## src/rtl/m2_block_scheduler.sv

```systemverilog
// Purpose : sequences the M2 IDCT datapath over Y, U, V 8x8 blocks, overlapping fetch of k+1 with compute/write of k.
// Latency : m2_start -> first fetch_start next cycle; the later of the two dones -> next start pair next cycle.
// Backpress: none on outputs; the engines pace the walk through their done pulses, which are held in sticky flags.
//
// Ports:
//   CLOCK_50_I, resetn             clock, asynchronous active-low reset
//   m2_start                       one-cycle pulse that starts a full-image pass (ignored while busy)
//   fetch_start/base/stride/buf    fetch request for the next S' block into a ping-pong buffer
//   fetch_done                     fetch engine completion pulse
//   cw_start/base/stride/buf       compute/write request for the block just fetched
//   cw_done                        compute/write engine completion pulse
//   block_idx                      index of the block in compute/write (0..2399)
//   busy, m2_end                   pass in progress / one-cycle pass-complete pulse
module m2_block_scheduler #(
    parameter logic [17:0] Y_READ_BASE  = 18'd76800,
    parameter logic [17:0] U_READ_BASE  = 18'd153600,
    parameter logic [17:0] V_READ_BASE  = 18'd192000,
    parameter logic [17:0] Y_WRITE_BASE = 18'd0,
    parameter logic [17:0] U_WRITE_BASE = 18'd38400,
    parameter logic [17:0] V_WRITE_BASE = 18'd57600
) (
    input  logic        CLOCK_50_I,
    input  logic        resetn,
    input  logic        m2_start,
    output logic        fetch_start,
    output logic [17:0] fetch_base,
    output logic [8:0]  fetch_stride,
    output logic        fetch_buf,
    input  logic        fetch_done,
    output logic        cw_start,
    output logic [17:0] cw_base,
    output logic [7:0]  cw_stride,
    output logic        cw_buf,
    input  logic        cw_done,
    output logic [11:0] block_idx,
    output logic        busy,
    output logic        m2_end
);

    localparam logic [11:0] LAST_BLK = 12'd2399;
    localparam logic [4:0]  LAST_ROW = 5'd29;

    typedef enum logic [2:0] {
        S_IDLE, S_LEAD_IN, S_WAIT_F, S_ISSUE, S_WAIT_BOTH, S_WAIT_C, S_FINISH
    } state_t;

    typedef enum logic [1:0] {SEG_Y, SEG_U, SEG_V} seg_t;

    state_t      state;

    // Fetch walker: position of the block currently held on the fetch outputs.
    // fetch_base doubles as its read address; f_wr is the matching write address.
    seg_t        f_seg;
    logic [5:0]  f_col;
    logic [4:0]  f_row;
    logic [17:0] f_rd_row;      // read address of column 0 in the current block row
    logic [17:0] f_wr_row;      // write address of column 0 in the current block row
    logic [17:0] f_wr;
    logic [11:0] f_idx;

    logic        f_flag;
    logic        c_flag;

    // Next fetch walker position, built by incremental adds only.
    seg_t        nx_seg;
    logic [5:0]  nx_col;
    logic [4:0]  nx_row;
    logic [17:0] nx_rd_row;
    logic [17:0] nx_wr_row;
    logic [17:0] nx_rd;
    logic [17:0] nx_wr;
    logic [5:0]  last_col;
    logic        issue;

    always_comb begin
        last_col  = (f_seg == SEG_Y) ? 6'd39 : 6'd19;
        nx_seg    = f_seg;
        nx_col    = f_col;
        nx_row    = f_row;
        nx_rd_row = f_rd_row;
        nx_wr_row = f_wr_row;
        nx_rd     = fetch_base;
        nx_wr     = f_wr;
        if (f_col != last_col) begin
            nx_col = f_col + 6'd1;
            nx_rd  = fetch_base + 18'd8;
            nx_wr  = f_wr + 18'd4;
        end else if (f_row != LAST_ROW) begin
            nx_col    = 6'd0;
            nx_row    = f_row + 5'd1;
            // 8 rows of S' (320 or 160 words) and 8 rows of output (160 or 80 words)
            nx_rd_row = f_rd_row + ((f_seg == SEG_Y) ? 18'd2560 : 18'd1280);
            nx_wr_row = f_wr_row + ((f_seg == SEG_Y) ? 18'd1280 : 18'd640);
            nx_rd     = nx_rd_row;
            nx_wr     = nx_wr_row;
        end else begin
            nx_col = 6'd0;
            nx_row = 5'd0;
            if (f_seg == SEG_Y) begin
                nx_seg    = SEG_U;
                nx_rd_row = U_READ_BASE;
                nx_wr_row = U_WRITE_BASE;
            end else begin
                nx_seg    = SEG_V;
                nx_rd_row = V_READ_BASE;
                nx_wr_row = V_WRITE_BASE;
            end
            nx_rd = nx_rd_row;
            nx_wr = nx_wr_row;
        end
    end

    // Hand-over point: the block just fetched moves to compute/write.
    // Current done inputs are ORed with the sticky flags so the later
    // done produces start pulses on the very next cycle.
    assign issue = ((state == S_WAIT_F) && fetch_done) ||
                   ((state == S_WAIT_BOTH) && (f_flag || fetch_done) && (c_flag || cw_done));

    always_ff @(posedge CLOCK_50_I or negedge resetn) begin
        if (!resetn) begin
            state        <= S_IDLE;
            fetch_start  <= 1'b0;
            fetch_base   <= Y_READ_BASE;
            fetch_stride <= 9'd320;
            fetch_buf    <= 1'b0;
            cw_start     <= 1'b0;
            cw_base      <= 18'd0;
            cw_stride    <= 8'd160;
            cw_buf       <= 1'b0;
            block_idx    <= 12'd0;
            busy         <= 1'b0;
            m2_end       <= 1'b0;
            f_seg        <= SEG_Y;
            f_col        <= 6'd0;
            f_row        <= 5'd0;
            f_rd_row     <= Y_READ_BASE;
            f_wr_row     <= Y_WRITE_BASE;
            f_wr         <= Y_WRITE_BASE;
            f_idx        <= 12'd0;
            f_flag       <= 1'b0;
            c_flag       <= 1'b0;
        end else begin
            fetch_start <= 1'b0;
            cw_start    <= 1'b0;
            m2_end      <= 1'b0;

            case (state)
                S_IDLE: begin
                    // The block-0 fetch pulse is registered here so it is
                    // visible during LEAD_IN, one cycle after m2_start.
                    if (m2_start) begin
                        busy         <= 1'b1;
                        fetch_start  <= 1'b1;
                        fetch_base   <= Y_READ_BASE;
                        fetch_stride <= 9'd320;
                        fetch_buf    <= 1'b0;
                        f_seg        <= SEG_Y;
                        f_col        <= 6'd0;
                        f_row        <= 5'd0;
                        f_rd_row     <= Y_READ_BASE;
                        f_wr_row     <= Y_WRITE_BASE;
                        f_wr         <= Y_WRITE_BASE;
                        f_idx        <= 12'd0;
                        f_flag       <= 1'b0;
                        c_flag       <= 1'b0;
                        state        <= S_LEAD_IN;
                    end
                end
                S_LEAD_IN: state <= S_WAIT_F;
                S_WAIT_F: begin
                    if (fetch_done) state <= S_ISSUE;
                end
                S_ISSUE: begin
                    f_flag <= 1'b0;
                    c_flag <= 1'b0;
                    state  <= (block_idx == LAST_BLK) ? S_WAIT_C : S_WAIT_BOTH;
                end
                S_WAIT_BOTH: begin
                    if (issue) begin
                        f_flag <= 1'b0;
                        c_flag <= 1'b0;
                        state  <= S_ISSUE;
                    end else begin
                        f_flag <= f_flag | fetch_done;
                        c_flag <= c_flag | cw_done;
                    end
                end
                S_WAIT_C: begin
                    if (cw_done) begin
                        m2_end <= 1'b1;
                        state  <= S_FINISH;
                    end
                end
                S_FINISH: begin
                    busy  <= 1'b0;
                    state <= S_IDLE;
                end
                default: state <= S_IDLE;
            endcase

            if (issue) begin
                cw_start  <= 1'b1;
                cw_base   <= f_wr;
                cw_stride <= (f_seg == SEG_Y) ? 8'd160 : 8'd80;
                cw_buf    <= fetch_buf;
                block_idx <= f_idx;
                // The final block has nothing behind it to prefetch.
                if (f_idx != LAST_BLK) begin
                    fetch_start  <= 1'b1;
                    fetch_buf    <= ~fetch_buf;
                    fetch_base   <= nx_rd;
                    fetch_stride <= (nx_seg == SEG_Y) ? 9'd320 : 9'd160;
                    f_seg        <= nx_seg;
                    f_col        <= nx_col;
                    f_row        <= nx_row;
                    f_rd_row     <= nx_rd_row;
                    f_wr_row     <= nx_wr_row;
                    f_wr         <= nx_wr;
                    f_idx        <= f_idx + 12'd1;
                end
            end
        end
    end

endmodule

```

## config.mk

```make
export PLATFORM = sky130hd
export DESIGN_NAME = m2_block_scheduler
export DESIGN_NICKNAME = d
export VERILOG_FILES = /design/src/rtl/m2_block_scheduler.sv
export SDC_FILE = /design/constraint.sdc
export NUM_CORES = 1
export LEC_CHECK = 0
export CORE_MARGIN = 2
export CORE_UTILIZATION = 31
export DETAILED_ROUTE_END_ITERATION = 8
export GPL_ROUTABILITY_DRIVEN = 0
export MAX_ROUTING_LAYER = met4
export SYNTH_ARGS = -nofsm -noshare
export SYNTH_HDL_FRONTEND = slang
export SYNTH_SLANG_ARGS = --single-unit
```

## constraint.sdc

```tcl
create_clock -name CLOCK_50_I -period 3.26 [get_ports CLOCK_50_I]
set_clock_uncertainty 0.1 [all_clocks]
set_input_delay 0.326 -clock CLOCK_50_I [delete_from_list [all_inputs] [get_ports CLOCK_50_I]]
set_output_delay 0.326 -clock CLOCK_50_I [all_outputs]
set_load 0.02 [all_outputs]
```

# Word level (Yosys, flattened, before mapping)
# Cells that the tools add are included.
dict set report totals {
  register_bits 155
  latch_bits 0
  mem_bits_rw 0
  mem_bits_ro 0
  inputBits 5
  output_inout_bits 71
  elab_cells 139
  memories 0
}
dict set report op_classes {
  n_addsub 7
  n_mul 0
  n_div 0
  n_lt_le_gt_ge 0
  eq_ne 15
  shifts 0
  n_mux 79
  n_bitwise 3
  reduce_logical 14
}
# op n
set ops {}
lappend ops {{$mux W18} 22}
lappend ops {{$mux W12} 5}
lappend ops {{$mux W9} 5}
lappend ops {{$mux W6} 6}
lappend ops {{$mux W5} 6}
lappend ops {{$add A18 B11 Y18} 1}
lappend ops {{$add A18 B12 Y18} 1}
lappend ops {{$add A18 B3 Y18 const B} 1}
lappend ops {{$add A18 B4 Y18 const B} 1}
lappend ops {{$pmux W3 S6} 1}
lappend ops {{$mux W1} 16}
lappend ops {{$mux W16} 1}
lappend ops {{$mux W15} 1}
lappend ops {{$mux W2} 7}
lappend ops {{$add A12 B1 Y12 const B} 1}
lappend ops {{$eq A12 B12 Y1 const B} 1}
lappend ops {{$mux W3} 4}
lappend ops {{$ne A12 B12 Y1 const B} 1}
lappend ops {{$mux W11} 1}
lappend ops {{$eq A3 B3 Y1 const B} 3}
lappend ops {{$mux W8} 1}
lappend ops {{$ne A2 B2 Y1 const B} 4}
lappend ops {{$add A6 B1 Y6 const B} 1}
lappend ops {{$eq A3 B2 Y1 const B} 2}
lappend ops {{other kinds (17)} 25}

# Longest topological paths before layout
dict set report depth {
  word_depth 8
  mapped_depth 11
  depth_no_buf 10
}

# Worst setup path before layout
# No wires, ideal clock.
dict set report synth_path {
  kind {reg-to-reg}
  from {reg f_seg[0]}
  to {reg fetch_base[16]}
  setup_ns 0.080
  arrival_ns 2.587
  required_time_ns 3.080
  path_slack_ns 0.492
  stages_incl_launch_ff 12
  n_path_buf 1
  synth_period_minus_slack_ns 2.768
  cell_sequence {dfrtp_1 > nor2_2 > inv_2 > buf_1 > ha_1 > ha_1 > or2_2 > a21oi_1 > nor4_1 > xnor2_1 > o21ai_0 > o221a_2}
}
dict set report synth_between {
  elab_chain_len 7
  elab_cells_between_ends 9
  cone_classes {add/sub: 1; eq/ne: 1; mux: 6; reduce/logical: 1}
}
# element line
set synth_rtl {}
lappend synth_rtl {{from (decl)} 53} ;# seg_t f_seg;
lappend synth_rtl {{from (signal assigned)} 213} ;# f_seg <= nx_seg;
lappend synth_rtl {{$logic_not A2 Y1 *} {76, 92}}
lappend synth_rtl {{$mux W12} 92} ;# nx_rd_row = f_rd_row + ((f_seg == SEG_Y) ? 18'd2560 : 18'd1280);
lappend synth_rtl {{$add A18 B12 Y18} 92}
lappend synth_rtl {{$mux W18} 88} ;# end else if (f_row != LAST_ROW) begin
lappend synth_rtl {{$mux W18 *} 84} ;# if (f_col != last_col) begin
lappend synth_rtl {{$mux W18 *} 208} ;# if (f_idx != LAST_BLK) begin
lappend synth_rtl {{$mux W18 *} 201} ;# if (issue) begin
lappend synth_rtl {{to (signal assigned)} 211} ;# fetch_base <= nx_rd;
lappend synth_rtl {{to (decl)} 26} ;# output logic [17:0] fetch_base,
# Every way passes the cells marked *; elsewhere a longest branch is shown, timed or not.
# A chain may end at the register's enable or synchronous reset.

# Worst setup path after layout
dict set report layout_path {
  from {reg f_idx[0]}
  to {reg f_rd_row[8]}
}
dict set report layout_between {
  elab_chain_len 3
  elab_cells_between_ends 4
  cone_classes {eq/ne: 2; mux: 2}
}
# element line
set layout_rtl {}
lappend layout_rtl {{from (decl)} 59} ;# logic [11:0] f_idx;
lappend layout_rtl {{from (signal assigned)} 219} ;# f_idx <= f_idx + 12'd1;
lappend layout_rtl {{$ne A12 B12 Y1 *} 208}
lappend layout_rtl {{$mux W18} 208}
lappend layout_rtl {{$mux W18} 201}
lappend layout_rtl {{to (signal assigned)} 216} ;# f_rd_row <= nx_rd_row;
lappend layout_rtl {{to (decl)} 56} ;# logic [17:0] f_rd_row;
# Marked as above.

==> results by stage <==
Timing:
- Of the available clock period, the critical path in the final layout requires 0.866.
- Adding up every negative setup slack in the final design gives 0 ns.
- Setup repair after global routing left no endpoint under its margin.
- The number of slew-limit violations in the final report came to 0.
- The actual slew at the worst max-slew pin is 1.13 ns.
- The minimum clock period is 2.82 ns.
- The number of hold violations in the final report is 0.
- The worst hold slack is 0.361 ns.
- The headroom to the max-slew limit is 0.245.
- Based on the critical path, the design can be clocked at up to 0.354 GHz.
- The count of final setup violators is 0.

Critical path:
- The master of the slowest instance on the critical path is sky130_fd_sc_hd__nor2_1.
- The reg-to-reg endpoint is f_rd_row[8].
- The cell type group with the largest total delay on the critical path is simple AND/OR/NAND/NOR gates.
- The critical path in this run is classified as reg -> reg.
- The largest fanout on the critical path is 14.
- The required time of the worst setup path is 3.52 ns.
- The reg2reg setup slack is 0.44 ns.
- At the worst endpoint, the arrival time is 3.08 ns.
- The delay of the slowest cell on the worst path is 0.86 ns.
- The worst setup path is captured at a register.
- The critical path goes through ha_1, and3_1, and4_1, nor4_4, nor2_1, buf_4, a22o_1.
- The worst reg2reg path depth is 7.
- The startpoint of the most critical register-to-register path is f_idx[0].
- The critical path launch point type is a register.
- The number of buffers and inverters on the critical path is 1.

Power and ir drop:
- The areal power density over the cells is 595 mW/mm^2.
- The worst-case IR drop observed on VDD is 387 uV.
- The total power after layout is 5.41 mW.
- In this run the static leakage power is 4.12 nW.

Detailed routing:
- The vias per cell is 5.05.
- The detail-routed net length per standard cell is 15.8 microns.
- The starting DRC count in detailed routing is 401.
- The antenna violation net count after detailed routing is 0.
- The total wirelength of the detailed-routed design is 18,900 microns.
- The count of TritonRoute iterations in the first routing pass is 6.
- In the routed design, unresolved DRC markers number 0.
- The routed via count is 6,034.

Worst hold path:
- The tightest min-delay check is of the reg -> reg type.
- The hold path depth is 2.
- The path with the worst hold slack has its endpoint at cw_base[6].
- In this run the most critical hold path is launched from cw_base[6].

CTS:
- The CTS tree is done.
- The clock net in this run drives a total of 149 sinks.
- The clock latency on the worst-skew pair is 0.42 ns.
- The clock passes through at most 2 buffers.
- Counting the buffers created by CTS gives 17.
- The buffer cell driving the clock tree root is sky130_fd_sc_hd__clkbuf_16.
- Clock-pin slew was measured on the worst setup and hold paths at 0.06 ns.
- Post-CTS timing repair inserted 0 buffers for setup.
- In this run the number of H-tree levels came out at 4.

Synthesis:
- Counting flops with a built-in enable in the synthesized netlist gives 0.
- The Yosys step of the flow raised 0 warnings.
- The cell area after synthesis is 0.00738 sq mm.
- The fraction of registers with async set or reset after synthesis is 1.00.
- The distinct cell type count after synthesis is 74.
- The average cell area after synthesis is 9.33 sq um.
- Among all flip-flop cells after synthesis, the most frequent one is sky130_fd_sc_hd__dfrtp_1.
- The number of cells produced by synthesis is 791.
- In this run, synthesis produced a sequential element count of 149.
- The proportion of synthesized chip area in sequential cells is 0.507.

Finish:
- 0 antenna diodes ended up in the layout.
- The filler cells instantiated in the layout total 2,411.
- The final layout contains 880 nets.
- The commonest non-fill, non-tap cell in the layout is sky130_fd_sc_hd__nand2_1.
- The growth of design area from synthesis to finish is 23.1%.
- In the final layout, the share of cells above drive strength 1 is 0.103.
- The top cell types in the final layout, fill and taps aside, are sky130_fd_sc_hd__nand2_1, sky130_fd_sc_hd__dfrtp_1, sky130_fd_sc_hd__o21ai_0.
- The core utilization of the finished layout is 0.388.

Global route:
- Entering global routing, the biggest net connects 73 pins.
- The first global-routing pass estimated 31,200 microns of wire.
- The overall routing resource usage is 0.164.
- For this run the aggregate overflow at the end of global routing stands at 0.
- The via count of the first global-routing pass is 5,742.
- The number of antenna violations at the first check in global routing came to 0.

Floorplan:
- In this run the count of I/O pins placed on the die edge is 76.
- The starting density of the core is 0.315.
- In this run the vertical extent of the chip is 158 microns.
- Measured along the x axis, the die boundary spans 158 microns.
- The count of standard-cell rows is 56.
- The overall die area is 0.0251 sq mm.
- The region available for standard cell placement spans 0.0234 sq mm.

Placed design:
- The count of buffers added on input and output ports is 71.
- After legalization and detailed placement, the total HPWL measured 12,900 microns.

Outcome:
- The flow ran to the end, and the final reports show no timing, DRC or antenna violations.

Job:
- The tool flagged a number of max-cap violations equal to 0.
[final cells by class]
type / instances / area [sq um] / share of cell area
flip-flops and latches: 149 / 3740 / 0.412
multi-input cells: 588 / 3400 / 0.374
repair buffers: 98 / 955 / 0.105
clock buffers: 19 / 443 / 0.0488
well taps: 319 / 399 / 0.0439
clock inverters: 13 / 109 / 0.0120
inverters: 10 / 37.5 / 0.00413
[power by group]
group          total, mW  switching, mW  leakage, nW  internal [mW]
sequential          2.18          0.166         2.02           2.01
combinational       1.39          0.887         1.84          0.507
clock               1.84          0.776        0.257           1.06
total               5.41           1.83         4.12           3.58
[per-stage QoR]
step                instance area [sq um]  cells  worst slack, ns
global route                         9080   1196            0.284
global placement                     8520   1163            0.361
finish                               9080   1196            0.438
detailed placement                   8520   1163            0.328
CTS                                  9080   1196            0.437
floorplan                            7390    794            0.492
[synthesized netlist by cell type (all sizes together) (5+ instances only)]
library cell | number | area share
a21o | 12 | 0.012
nand3 | 29 | 0.020
nand2 | 170 | 0.086
o21ai | 82 | 0.056
o211ai | 11 | 0.012
dfstp | 11 | 0.039
xnor2 | 16 | 0.019
ha | 11 | 0.019
nor2 | 44 | 0.025
and4 | 5 | 0.0059
and2 | 20 | 0.017
buf | 31 | 0.023
a21oi | 28 | 0.019
xor2 | 6 | 0.0071
dfrtp | 138 | 0.47
a22o | 14 | 0.017
clkbuf | 16 | 0.0081
inv | 10 | 0.0051
a31oi | 11 | 0.0093
and3 | 23 | 0.019
nor3 | 10 | 0.0068
nand4 | 12 | 0.010
o22ai | 5 | 0.0042
[worst max-delay path by stage]
stage	end	startpoint	cells after the start	slack, ns
after detailed placement	fetch_base[1]	cw_done	7	0.33
after CTS	f_rd_row[8]	f_idx[0]	7	0.44
after global routing	f_rd_row[8]	f_idx[0]	7	0.28
after global placement	f_rd_row[12]	cw_done	8	0.36
after floorplan	fetch_base[16]	f_seg[0]	11	0.49
final	f_rd_row[8]	f_idx[0]	7	0.44
[layer usage]
metal	wire length, microns	vias to the layer above	share of wire	track usage
met5	0	-	0	-
li1	-	2947	-	-
met2	8340	121	0.44	0.236
met3	702	17	0.037	0.0280
met1	9610	2949	0.51	0.238
met4	216	0	0.011	0.0476
[worst reg2reg max path, stage by stage (launching register included)]
cell and delay [ns]:
sky130_fd_sc_hd__dfrtp_1 0.41, sky130_fd_sc_hd__ha_1 0.22, sky130_fd_sc_hd__and3_1 0.32, sky130_fd_sc_hd__and4_1 0.33, sky130_fd_sc_hd__nor4_4 0.07, sky130_fd_sc_hd__nor2_1 0.86
sky130_fd_sc_hd__buf_4 0.33, sky130_fd_sc_hd__a22o_1 0.13
[flip-flops by register name, summed over array words and instances (netlist names), 3 cells and up]
register	flops
block_idx	12
cw_base	18
f_col	6
f_idx	12
f_rd_row	18
f_row	5
f_wr	18
f_wr_row	18
fetch_base	18
fetch_stride	9
state	3
[what timing repair did]
action	CTS	global route
hold buffers	1	0
gates resized for setup	0	0
hold endpoints to repair	68	0
setup endpoints to repair	0	0
[kinds of logic after synthesis]
logic type               count (synthesis)  share of synthesized area
adder cells (fa/ha/maj)                 11                     0.0187
other                                    1                   0.000508
XOR/XNOR                                22                     0.0261
AND/OR/NAND/NOR                        339                      0.219
multiplexers                             6                    0.00949
buffers and inverters                   57                     0.0363
flip-flops                             149                      0.507
AO/OA/AOI/OAI                          206                      0.183
No activity file was read; power rests on OpenSTA's default activity.
